**src/rtl/msdf_online_ctrl_if.sv**
```systemverilog
// Handshake and strobe bundle between an MSDF online sequencing controller
// and its client (operand sources plus online datapath levels).
interface msdf_online_ctrl_if #(
  parameter int unsigned LEVELS = 3,
  parameter int unsigned CW     = 8
) ();

  logic              start;
  logic              stall;
  logic              busy;
  logic [LEVELS-1:0] load_level;
  logic              in_valid;
  logic              in_first;
  logic              in_last;
  logic              ready_zj;
  logic              out_first;
  logic              out_last;
  logic [CW-1:0]     digit_idx;
  logic              done;

  // Client side: requests operations and applies back-pressure.
  modport master (
    output start, stall,
    input  busy, load_level, in_valid, in_first, in_last,
    input  ready_zj, out_first, out_last, digit_idx, done
  );

  // Controller side.
  modport slave (
    input  start, stall,
    output busy, load_level, in_valid, in_first, in_last,
    output ready_zj, out_first, out_last, digit_idx, done
  );

endinterface

```
**src/rtl/msdf_online_ctrl.sv**
```systemverilog
// Sequencing controller for MSDF online serial arithmetic. One N-digit
// operation per start; emits input-accept, output-valid and per-level load
// strobes offset by the online delay DELTA. Strobes are pure decodes of the
// registered state, the step counter and stall.
module msdf_online_ctrl #(
  parameter int unsigned N      = 9,
  parameter int unsigned DELTA  = 2,
  parameter int unsigned LEVELS = 3,
  parameter int unsigned CW     = 8
) (
  input logic                clk,
  input logic                rst,
  msdf_online_ctrl_if.slave  ctrl_io
);

  if (LEVELS < 1 || LEVELS > DELTA + 1) begin : g_bad_levels
    $error("msdf_online_ctrl: LEVELS must satisfy 1 <= LEVELS <= DELTA+1");
  end
  if ((64'd1 << CW) <= 64'(N + DELTA)) begin : g_bad_cw
    $error("msdf_online_ctrl: CW too narrow, need 2^CW > N+DELTA");
  end

  localparam logic [CW-1:0] LastCnt  = CW'(N + DELTA - 1);
  localparam logic [CW-1:0] LastIn   = CW'(N - 1);
  localparam logic [CW-1:0] NumDig   = CW'(N);
  localparam logic [CW-1:0] FirstOut = CW'(DELTA);

  typedef enum logic [1:0] {StIdle, StRun, StDone} state_e;

  state_e        state_q, state_d;
  logic [CW-1:0] cnt_q, cnt_d;

  logic              active;
  logic              busy;
  logic [LEVELS-1:0] load_level;
  logic              in_valid, in_first, in_last;
  logic              ready_zj, out_first, out_last;
  logic              done;
  logic [CW-1:0]     digit_idx;

  // State and step counter register with synchronous reset.
  always_ff @(posedge clk) begin
    if (rst) begin
      state_q <= StIdle;
      cnt_q   <= '0;
    end else begin
      state_q <= state_d;
      cnt_q   <= cnt_d;
    end
  end

  // Next-state: start only matters in IDLE/DONE; stall freezes the counter.
  always_comb begin
    state_d = state_q;
    cnt_d   = cnt_q;
    unique case (state_q)
      StIdle: begin
        if (ctrl_io.start) begin
          state_d = StRun;
          cnt_d   = '0;
        end
      end
      StRun: begin
        if (!ctrl_io.stall) begin
          if (cnt_q == LastCnt) begin
            state_d = StDone;
            cnt_d   = '0;
          end else begin
            cnt_d = cnt_q + 1'b1;
          end
        end
      end
      StDone: begin
        if (ctrl_io.start) begin
          state_d = StRun;
          cnt_d   = '0;
        end else begin
          state_d = StIdle;
        end
      end
      default: begin
        state_d = StIdle;
        cnt_d   = '0;
      end
    endcase
  end

  // Strobe decodes. A window [lo, lo+N-1] is tested as (cnt - lo) < N: when
  // cnt < lo the subtraction wraps to >= 2^CW - DELTA, which exceeds N-1
  // because 2^CW > N+DELTA.
  always_comb begin
    active     = (state_q == StRun) && !ctrl_io.stall;
    busy       = (state_q == StRun);
    done       = (state_q == StDone);
    digit_idx  = busy ? cnt_q : '0;
    in_valid   = active && (cnt_q < NumDig);
    in_first   = active && (cnt_q == '0);
    in_last    = active && (cnt_q == LastIn);
    ready_zj   = active && ((cnt_q - FirstOut) < NumDig);
    out_first  = active && (cnt_q == FirstOut);
    out_last   = active && (cnt_q == LastCnt);
    load_level = '0;
    for (int k = 0; k < int'(LEVELS); k++) begin
      load_level[k] = active && ((cnt_q - CW'(k)) < NumDig);
    end
  end

  assign ctrl_io.busy       = busy;
  assign ctrl_io.load_level = load_level;
  assign ctrl_io.in_valid   = in_valid;
  assign ctrl_io.in_first   = in_first;
  assign ctrl_io.in_last    = in_last;
  assign ctrl_io.ready_zj   = ready_zj;
  assign ctrl_io.out_first  = out_first;
  assign ctrl_io.out_last   = out_last;
  assign ctrl_io.digit_idx  = digit_idx;
  assign ctrl_io.done       = done;

endmodule

```
**src/flat_wrapper.sv**
```systemverilog
// flat-port wrapper written by rule: the top's interface ports become plain ports
module msdf_online_ctrl_flat 
#(
  parameter int unsigned N      = 9,
  parameter int unsigned DELTA  = 2,
  parameter int unsigned LEVELS = 3,
  parameter int unsigned CW     = 8
)
  (clk, rst, ctrl_io_start, ctrl_io_stall, ctrl_io_busy, ctrl_io_load_level, ctrl_io_in_valid, ctrl_io_in_first, ctrl_io_in_last, ctrl_io_ready_zj, ctrl_io_out_first, ctrl_io_out_last, ctrl_io_digit_idx, ctrl_io_done);
  msdf_online_ctrl_if #(.LEVELS(LEVELS), .CW(CW)) ctrl_io_i ();
  input logic clk;
  input logic rst;
  input wire logic [$bits(ctrl_io_i.start)-1:0] ctrl_io_start;
  input wire logic [$bits(ctrl_io_i.stall)-1:0] ctrl_io_stall;
  output wire logic [$bits(ctrl_io_i.busy)-1:0] ctrl_io_busy;
  output wire logic [$bits(ctrl_io_i.load_level)-1:0] ctrl_io_load_level;
  output wire logic [$bits(ctrl_io_i.in_valid)-1:0] ctrl_io_in_valid;
  output wire logic [$bits(ctrl_io_i.in_first)-1:0] ctrl_io_in_first;
  output wire logic [$bits(ctrl_io_i.in_last)-1:0] ctrl_io_in_last;
  output wire logic [$bits(ctrl_io_i.ready_zj)-1:0] ctrl_io_ready_zj;
  output wire logic [$bits(ctrl_io_i.out_first)-1:0] ctrl_io_out_first;
  output wire logic [$bits(ctrl_io_i.out_last)-1:0] ctrl_io_out_last;
  output wire logic [$bits(ctrl_io_i.digit_idx)-1:0] ctrl_io_digit_idx;
  output wire logic [$bits(ctrl_io_i.done)-1:0] ctrl_io_done;
  assign ctrl_io_i.start = ctrl_io_start;
  assign ctrl_io_i.stall = ctrl_io_stall;
  assign ctrl_io_busy = ctrl_io_i.busy;
  assign ctrl_io_load_level = ctrl_io_i.load_level;
  assign ctrl_io_in_valid = ctrl_io_i.in_valid;
  assign ctrl_io_in_first = ctrl_io_i.in_first;
  assign ctrl_io_in_last = ctrl_io_i.in_last;
  assign ctrl_io_ready_zj = ctrl_io_i.ready_zj;
  assign ctrl_io_out_first = ctrl_io_i.out_first;
  assign ctrl_io_out_last = ctrl_io_i.out_last;
  assign ctrl_io_digit_idx = ctrl_io_i.digit_idx;
  assign ctrl_io_done = ctrl_io_i.done;
  msdf_online_ctrl #(.N(N), .DELTA(DELTA), .LEVELS(LEVELS), .CW(CW)) u_core (.clk(clk), .rst(rst), .ctrl_io(ctrl_io_i));
endmodule
```
**config.mk**
```make
export PLATFORM = sky130hd
export DESIGN_NAME = msdf_online_ctrl_flat
export DESIGN_NICKNAME = d
export VERILOG_FILES = /design/src/rtl/msdf_online_ctrl_if.sv /design/src/rtl/msdf_online_ctrl.sv /design/src/flat_wrapper.sv
export SDC_FILE = /design/constraint.sdc
export NUM_CORES = 1
export LEC_CHECK = 0
export CAP_MARGIN = 20
export CORE_UTILIZATION = 47
export CTS_CLUSTER_DIAMETER = 60
export DETAILED_ROUTE_END_ITERATION = 8
export PLACE_DENSITY = 0.78
export SLEW_MARGIN = 20
export SYNTH_ARGS = -nofsm -noshare
export SYNTH_HDL_FRONTEND = slang
export SYNTH_SLANG_ARGS = --single-unit
export TNS_END_PERCENT = 30
```
**constraint.sdc**
```tcl
create_clock -name clk -period 2.6 [get_ports clk]
set_input_delay 0.52 -clock clk [delete_from_list [all_inputs] [get_ports clk]]
set_output_delay 0.52 -clock clk [all_outputs]
set_load 0.01 [all_outputs]
```
# --- Yosys cells after proc, flatten, opt, wreduce, memory -nomap -nowiden ---
# Index checks and enable logic that the tools add are counted.
word_totals:
  word_cells: 41
  reg_bits: 10
  output_inout_bits: 19
op_classes:
  muxes: 10
  reduce_logical: 14
  n_lt_le_gt_ge: 3
  n_eq_ne: 9
  addsub: 3
ops:
  columns: ["op", "count"]
  rows:
  - ["2-to-1 mux 8 bit", 4]
  - ["less-than comparator 8 x 4 -> 1 bit, second input constant", 3]
  - ["== test 8 x 4 -> 1 bit, second input constant", 2]
  - ["one-hot mux 8 bit (2 select lines)", 1]
  - ["adder 8 x 1 -> 8 bit, second input constant", 1]
  - ["== test 8 x 2 -> 1 bit, second input constant", 1]
  - ["logical AND 1 bit", 8]
  - ["logical NOT 8 bit", 1]
  - ["subtractor 8 x 1 -> 8 bit, second input constant", 1]
  - ["subtractor 8 x 2 -> 8 bit, second input constant", 1]
  - ["2-to-1 mux 2 bit", 3]
  - ["one-hot mux 2 bit (3 select lines)", 1]
  - ["inequality test 2 x 1 -> 1 bit, second input constant", 2]
  - ["inequality test 2 bit, second input constant", 2]
  - ["AND reduction 3 bit", 1]
  - ["== test 2 x 1 -> 1 bit, second input constant", 1]
  - ["== test 2 bit, second input constant", 1]
  - ["logical NOT 2 bit", 1]
  - ["AND reduction 2 bit", 1]
  - ["OR reduction 2 bit", 1]
  - ["logical NOT 1 bit", 1]
  - ["2-to-1 mux 1 bit", 1]

# --- Logic depth before layout (Yosys ltp) ---
# Gate-level depths: netlist of the first run.
logic_depth:
  ltp_word: 4
  mapped_depth: 8
  depth_no_buf: 6

# --- Least setup slack after synthesis of the first run ---
# OpenSTA, ideal clock, no wires.
synth_path:
  kind: "reg2out"
  startpoint: "reg u_core.cnt_q[1]"
  endpoint: "out ctrl_io_load_level[1]"
  path_slack_ns: 0.320
  stages_incl_launch_ff: 7
  required_ns: 2.080
  arrival_time_ns: 1.760
  path_cell_list: "dfxtp_1 inv_1 ha_1 xnor2_1 nand3_1 or4_1 a211oi_1"
synth_between:
  elab_chain_cells: 3
synth_lines:
  columns: ["item", "line_no", "text"]
  rows:
  - ["start: declaration", "msdf_online_ctrl.sv:31", "logic [CW-1:0] cnt_q, cnt_d;"]
  - ["start signal: assignment", "msdf_online_ctrl.sv:48", "cnt_q <= cnt_d;"]
  - ["subtractor 8 x 1 -> 8 bit", "msdf_online_ctrl.sv:104", "load_level[k] = active && ((cnt_q - CW'(k)) < NumDig);"]
  - ["less-than comparator 8 x 4 -> 1 bit", "msdf_online_ctrl.sv:104", null]
  - ["logical AND 1 bit", "msdf_online_ctrl.sv:104", null]
  - ["end: declaration", "flat_wrapper.sv:16", "output wire logic [$bits(ctrl_io_i.load_level)-1:0] ctrl_io_load_level;"]
# No other way between the ends.

# --- Worst setup path in the final report of the first run ---
layout_path:
  startpoint: "in ctrl_io_stall"
  endpoint: "out ctrl_io_in_last"
layout_between:
  elab_chain_cells: 3
layout_lines:
  columns: ["item", "line_no", "text"]
  rows:
  - ["start: declaration", "flat_wrapper.sv:14", "input wire logic [$bits(ctrl_io_i.stall)-1:0] ctrl_io_stall;"]
  - ["logical NOT 1 bit", null, null]
  - ["logical AND 1 bit", "msdf_online_ctrl.sv:92", "active = (state_q == StRun) && !ctrl_io.stall;"]
  - ["logical AND 1 bit", "msdf_online_ctrl.sv:98", "in_last = active && (cnt_q == LastIn);"]
  - ["end: declaration", "flat_wrapper.sv:19", "output wire logic [$bits(ctrl_io_i.in_last)-1:0] ctrl_io_in_last;"]
# No other way between the ends.

==> results.ini, run 1 <==
[clock_tree]
cts_tree=done
h-tree-depth=1
cts_buffers=3
postCtsSetupBuffers=0
path_clk_slew_ns=0.07
cts.sinks=10
cts-root-buf=clkbuf_4
clk_path_buf_depth=2
cts_hold_buf=0
clk_latency_ns=0.26

[logic_synthesis]
yosys.area_share.adder_pct=11.6
yosysUniqueCellTypes=37
synth_ff_type=dfxtp_1
synth_area_leaders=dfxtp_1, ha_1, xnor2_1
synthCells=112
synth_edf_count=0
avgSynthCellArea_um2=7.73
yosys.area.top_type_share_pct=23.1
synth_nets=124
synth-simple-area-share_pct=34.5
synth_common_cells=nor2_1, dfxtp_1, xnor2_1
synth_top_family_by_area=simple AND/OR/NAND/NOR gates
synth.area.mux_share_pct=1.16
async_flop_share_pct=0
ys_ff_latch=10
synth_compound_area_share_pct=12.4
synth-xor-area-share_pct=9.10
synth.most_common_cell=nor2_1
yosysSeqAreaShare_pct=23.1
yosysTopAreaCell=dfxtp_1
synthesis.area_um2=866
ys_warn_count=0

[timing]
fin_crit_sh_pct=97.6
skew_ns=0.00247
fmax_mhz=394
rsz0062_at_grt=yes
final_hold_viol_count=0
whs_ns=0.607
finalSetupViolCount=0
fin_crit_ns=2.54
fin_setup_tns_ns=0
drv_slew=0
relSlewSlack_pct=62.0
worst_slew_pin_slew_ns=0.569

[status]
run_status=completed

[setup_path]
cp-startpoint=ctrl_io_stall
required_ns=2.08
r2r-start=u_core.cnt_q[3]$_SDFFE_PP0P_
end_kind=output port
arrival_ns=2.02
cp_max_fo=4
start_kind=input pin
path_class=in2out

[finish]
syn2layout_area_growth_pct=41.5
antenna_cells=0
nFillCells=145
final_util_pct=70.9
design_area_mm2=0.00122
drive_above_1_share_pct=22.0
layout.nets=154

[pwr]
finalPower_uw=410
power_density_mw_per_mm2=335
peakVddDrop_v=0.000280
leakage_nw=0.512

[drt]
ant_nets=0
viasPerCell=5.42
dr_total_vias=899
wl_mm=2.22
drtIter0Drc=23
first_pass_iters=4
wire_per_inst_um=13.4
drc=0

[die]
die_w_um=44.9
start_util_pct=50.1
num_rows=15
fp.coreArea_mm2=0.00173
io_pins=23
fp.dieH_um=44.9
die_area_mm2=0.00202

[global_routing]
grt_max_degree=15
grt_pass1_wl_mm=3.50
grt_pass1_vias=798
grt_overflow_total=0
antenna_found_initial=0
grt_usage_pct=23.9

[min_path]
worstHoldPathType=reg2reg
hp-start=u_core.cnt_q[7]$_SDFFE_PP0P_

[placed_design]
place_area_mm2=0.00116
dp_hpwl_mm=1.64
gp_congestion=0.890
port_buffers=22

[run]
max_cap_viol_count=0

per-stage QoR:
step	cells	worst slack, ns
after floorplan	112	0.320
after global placement	162	-0.341
after detailed placement	162	-0.374
after CTS	166	0.000410
after global routing	166	-0.0112
final	166	0.0625
worst paths after layout:
kind	end	slack (ns)	cells past startpoint
min reg2reg	u_core.cnt_q[7]$_SDFFE_PP0P_	0.61	2
max	ctrl_io_in_last	0.06	5
min	u_core.cnt_q[7]$_SDFFE_PP0P_	0.61	2
max reg2reg	u_core.cnt_q[7]$_SDFFE_PP0P_	0.93	4
kinds of logic (layout without fill, tap and decap cells):
| family | Yosys count | after routing |
|---|---|---|
| and+or+nand+nor | 55 | 55 |
| AOI/OAI and AO/OA | 15 | 15 |
| buffers and inverters | 14 | 43 |
| DFF | 10 | 10 |
| xor gates and xnor gates | 9 | 9 |
| adders and majority gates | 8 | 8 |
| muxes | 1 | 1 |
placed cells by master (no fill, tap or decap), types with 3 or more instances in the layout:
cell	synthesis	final
nand2b_1	3	3
buf_4	3	12
nand2_1	4	4
inv_1	5	4
dfxtp_1	10	10
xnor2_1	9	8
ha_1	8	7
clkbuf_4	0	3
nor2_1	16	16
a21oi_1	3	3
dlygate4sd2_1	0	6
clkdlybuf4s50_1	0	13
nor3_1	4	4
nand3_1	4	4
and3_1	5	5
and2_1	4	4
final cells by class:
| cell class | count | area, um^2 | area share (%) |
|---|---|---|---|
| clock buffer | 4 | 36.3 | 2.96 |
| inverter | 5 | 18.8 | 1.53 |
| multi-input combinational | 88 | 651 | 53.1 |
| sequential | 10 | 200 | 16.3 |
| timing repair buffer | 34 | 288 | 23.5 |
| tap | 25 | 31.3 | 2.55 |
where the power goes:
| group | total, mW | leakage [nW] | internal (mW) | switching [mW] |
|---|---|---|---|---|
| clock | 0.139 | 0.0210 | 0.0850 | 0.0540 |
| combinational | 0.111 | 0.410 | 0.0511 | 0.0596 |
| sequential | 0.160 | 0.0810 | 0.157 | 0.00293 |
| total | 0.410 | 0.512 | 0.293 | 0.117 |
sequential cells by signal, indices dropped and copies added (netlist names):
register / cells
u_core.cnt_q: 8
u_core.state_q: 2
critical path: stages:
cell,delay [ns]
clkdlybuf4s50_1,0.45
or4_4,0.50
nor2_4,0.14
and3_1,0.14
dlygate4sd2_1,0.26
what timing repair did:
| action | CTS | global route |
|---|---|---|
| endpoints found under the setup margin | 9 | 3 |
| gates cloned | 0 | 0 |
| resized for setup | 20 | 7 |
| pin swaps | 1 | 1 |
routing by layer:
layer	share of wire, %	global-route usage (%)
met5	0	0
met4	2.7	13.9
met3	4.0	1.20
met2	52	42.9
met1	41	28.0
Power figures use the tool's default switching activity.
==> run 2: changes to the inputs <==
- PLACE_DENSITY: 0.78 -> 0.85
- REMOVE_ABC_BUFFERS: default -> 1
==> results.ini, run 2 (synthesis results as in run 1) <==
[global_routing]
grt_overflow_total=0
grt_usage_pct=25.1
grt_pass1_wl_mm=3.75
grt_pass1_vias=811
antenna_found_initial=0
grt_max_degree=14

[drt]
drtIter0Drc=16
first_pass_iters=4
viasPerCell=5.33
wl_mm=2.19
drc=0
dr_total_vias=901
ant_nets=0
wire_per_inst_um=12.9

[timing]
fin_setup_tns_ns=0
relSlewSlack_pct=68.8
finalSetupViolCount=0
skew_ns=0.00257
rsz0062_at_grt=yes
fin_crit_ns=2.58
worst_slew_pin_slew_ns=0.467
fin_ws_ns=0.0218
drv_slew=0
fin_crit_sh_pct=99.2
fmax_mhz=388
final_hold_viol_count=0

[clock_tree]
clk_latency_ns=0.26
path_clk_slew_ns=0.06
cts-root-buf=clkbuf_4
cts_tree=done
postCtsSetupBuffers=0
clk_path_buf_depth=2
cts_buffers=3
cts.sinks=10
h-tree-depth=1

[setup_path]
rrSetupSlack_ns=0.96
arrival_ns=2.06
cp_max_fo=4
r2r-end=u_core.cnt_q[6]$_SDFFE_PP0P_
path_class=in2out
r2r_cells=5
crit_slowest_cell=or4_4
end_kind=output port
max_stage_delay_ns=0.49
cp_cell_sequence=clkdlybuf4s50_1 -> or4_4 -> a2111oi_4 -> dlygate4sd2_1
required_ns=2.08
start_kind=input pin
cp-startpoint=ctrl_io_stall
r2r-start=u_core.cnt_q[3]$_SDFFE_PP0P_

[finish]
stdcell_count=169
multi_input_area_um2=629
layout_common_cells=nor2_1, buf_4, clkdlybuf4s50_1
final_common_cell=nor2_1
largest_reg_flops=8
antenna_cells=0
final_util_pct=71.4
regMostFlops=u_core.cnt_q
layout.nets=157
seq_area_um2=200
drive_above_1_share_pct=19.4
nFillCells=147
reg_top3=u_core.cnt_q: 8 flops, u_core.state_q: 2 flops
syn2layout_area_growth_pct=42.5

[pwr]
finalPower_uw=408
peakVddDrop_v=0.000348
leakage_nw=0.530
power_density_mw_per_mm2=331

[placed_design]
dp_hpwl_mm=1.74
placed_cells=165
port_buffers=22
pre_cts_slack_ns=-0.389
gp_congestion=0.864

[die]
io_pins=23
num_rows=15
die_w_um=44.9
start_util_pct=50.1
fp.dieH_um=44.9
fp.coreArea_mm2=0.00173
die_area_mm2=0.00202

[min_path]
hp-start=u_core.cnt_q[7]$_SDFFE_PP0P_
holdPathStages=2
worstHoldPathType=reg2reg
min_to=u_core.cnt_q[7]$_SDFFE_PP0P_

[status]
run_status=completed

[run]
max_cap_viol_count=0

-- run 2: layout make-up --
type | count | share of cell area, %
flip-flops and latches | 10 | 16.2
clock buffers | 4 | 2.94
multi-input cells | 88 | 51.0
inverters | 5 | 1.52
well taps | 25 | 2.54
repair buffers | 37 | 25.8
-- run 2: through the flow --
stage          hold WS [ns]  area [um^2]
4_1_cts               0.595         1230
2_1_floorplan         0.522          815
3_3_place_gp          0.575         1180
3_5_place_dp          0.575         1180
5_1_grt               0.655         1230
6_report              0.602         1230
-- run 2: routing by layer --
metal  global-route usage, %  vias to the layer above  wire [um]
met5                       0                        -          0
met4                    11.5                        0         30
met3                    1.20                        4         79
met2                    42.0                       27       1100
met1                    33.1                      419        979
li1                        -                      451          -
-- run 2: power by group --
| group | total [mW] | internal [mW] | switching, mW |
|---|---|---|---|
| logic | 0.111 | 0.0531 | 0.0580 |
| clock network | 0.137 | 0.0850 | 0.0519 |
| registers | 0.160 | 0.157 | 0.00315 |
-- run 2: worst max path at each step --
| stage | end | slack (ns) |
|---|---|---|
| finish | ctrl_io_load_level[2] | 0.02 |
| global route | ctrl_io_load_level[2] | -0.04 |
| CTS | ctrl_io_load_level[1] | 0.01 |
| detailed placement | ctrl_io_load_level[2] | -0.39 |
| global placement | ctrl_io_load_level[2] | -0.31 |
| floorplan | ctrl_io_load_level[1] | 0.27 |
-- run 2: timing repair --
action                                 4_1_cts  5_1_grt
hold buffers                                 0        0
pin swaps                                    1        1
gates cloned                                 0        0
setup endpoints to repair                    9        3
gates resized for setup                     14        4
endpoints found under the hold margin        0        0
-- run 2: critical path: cells and delay by family --
family,cells,cell delay (ns)
buffers and inverters,2,0.73
and+or+nand+nor,1,0.49
AOI/OAI and AO/OA,1,0.31
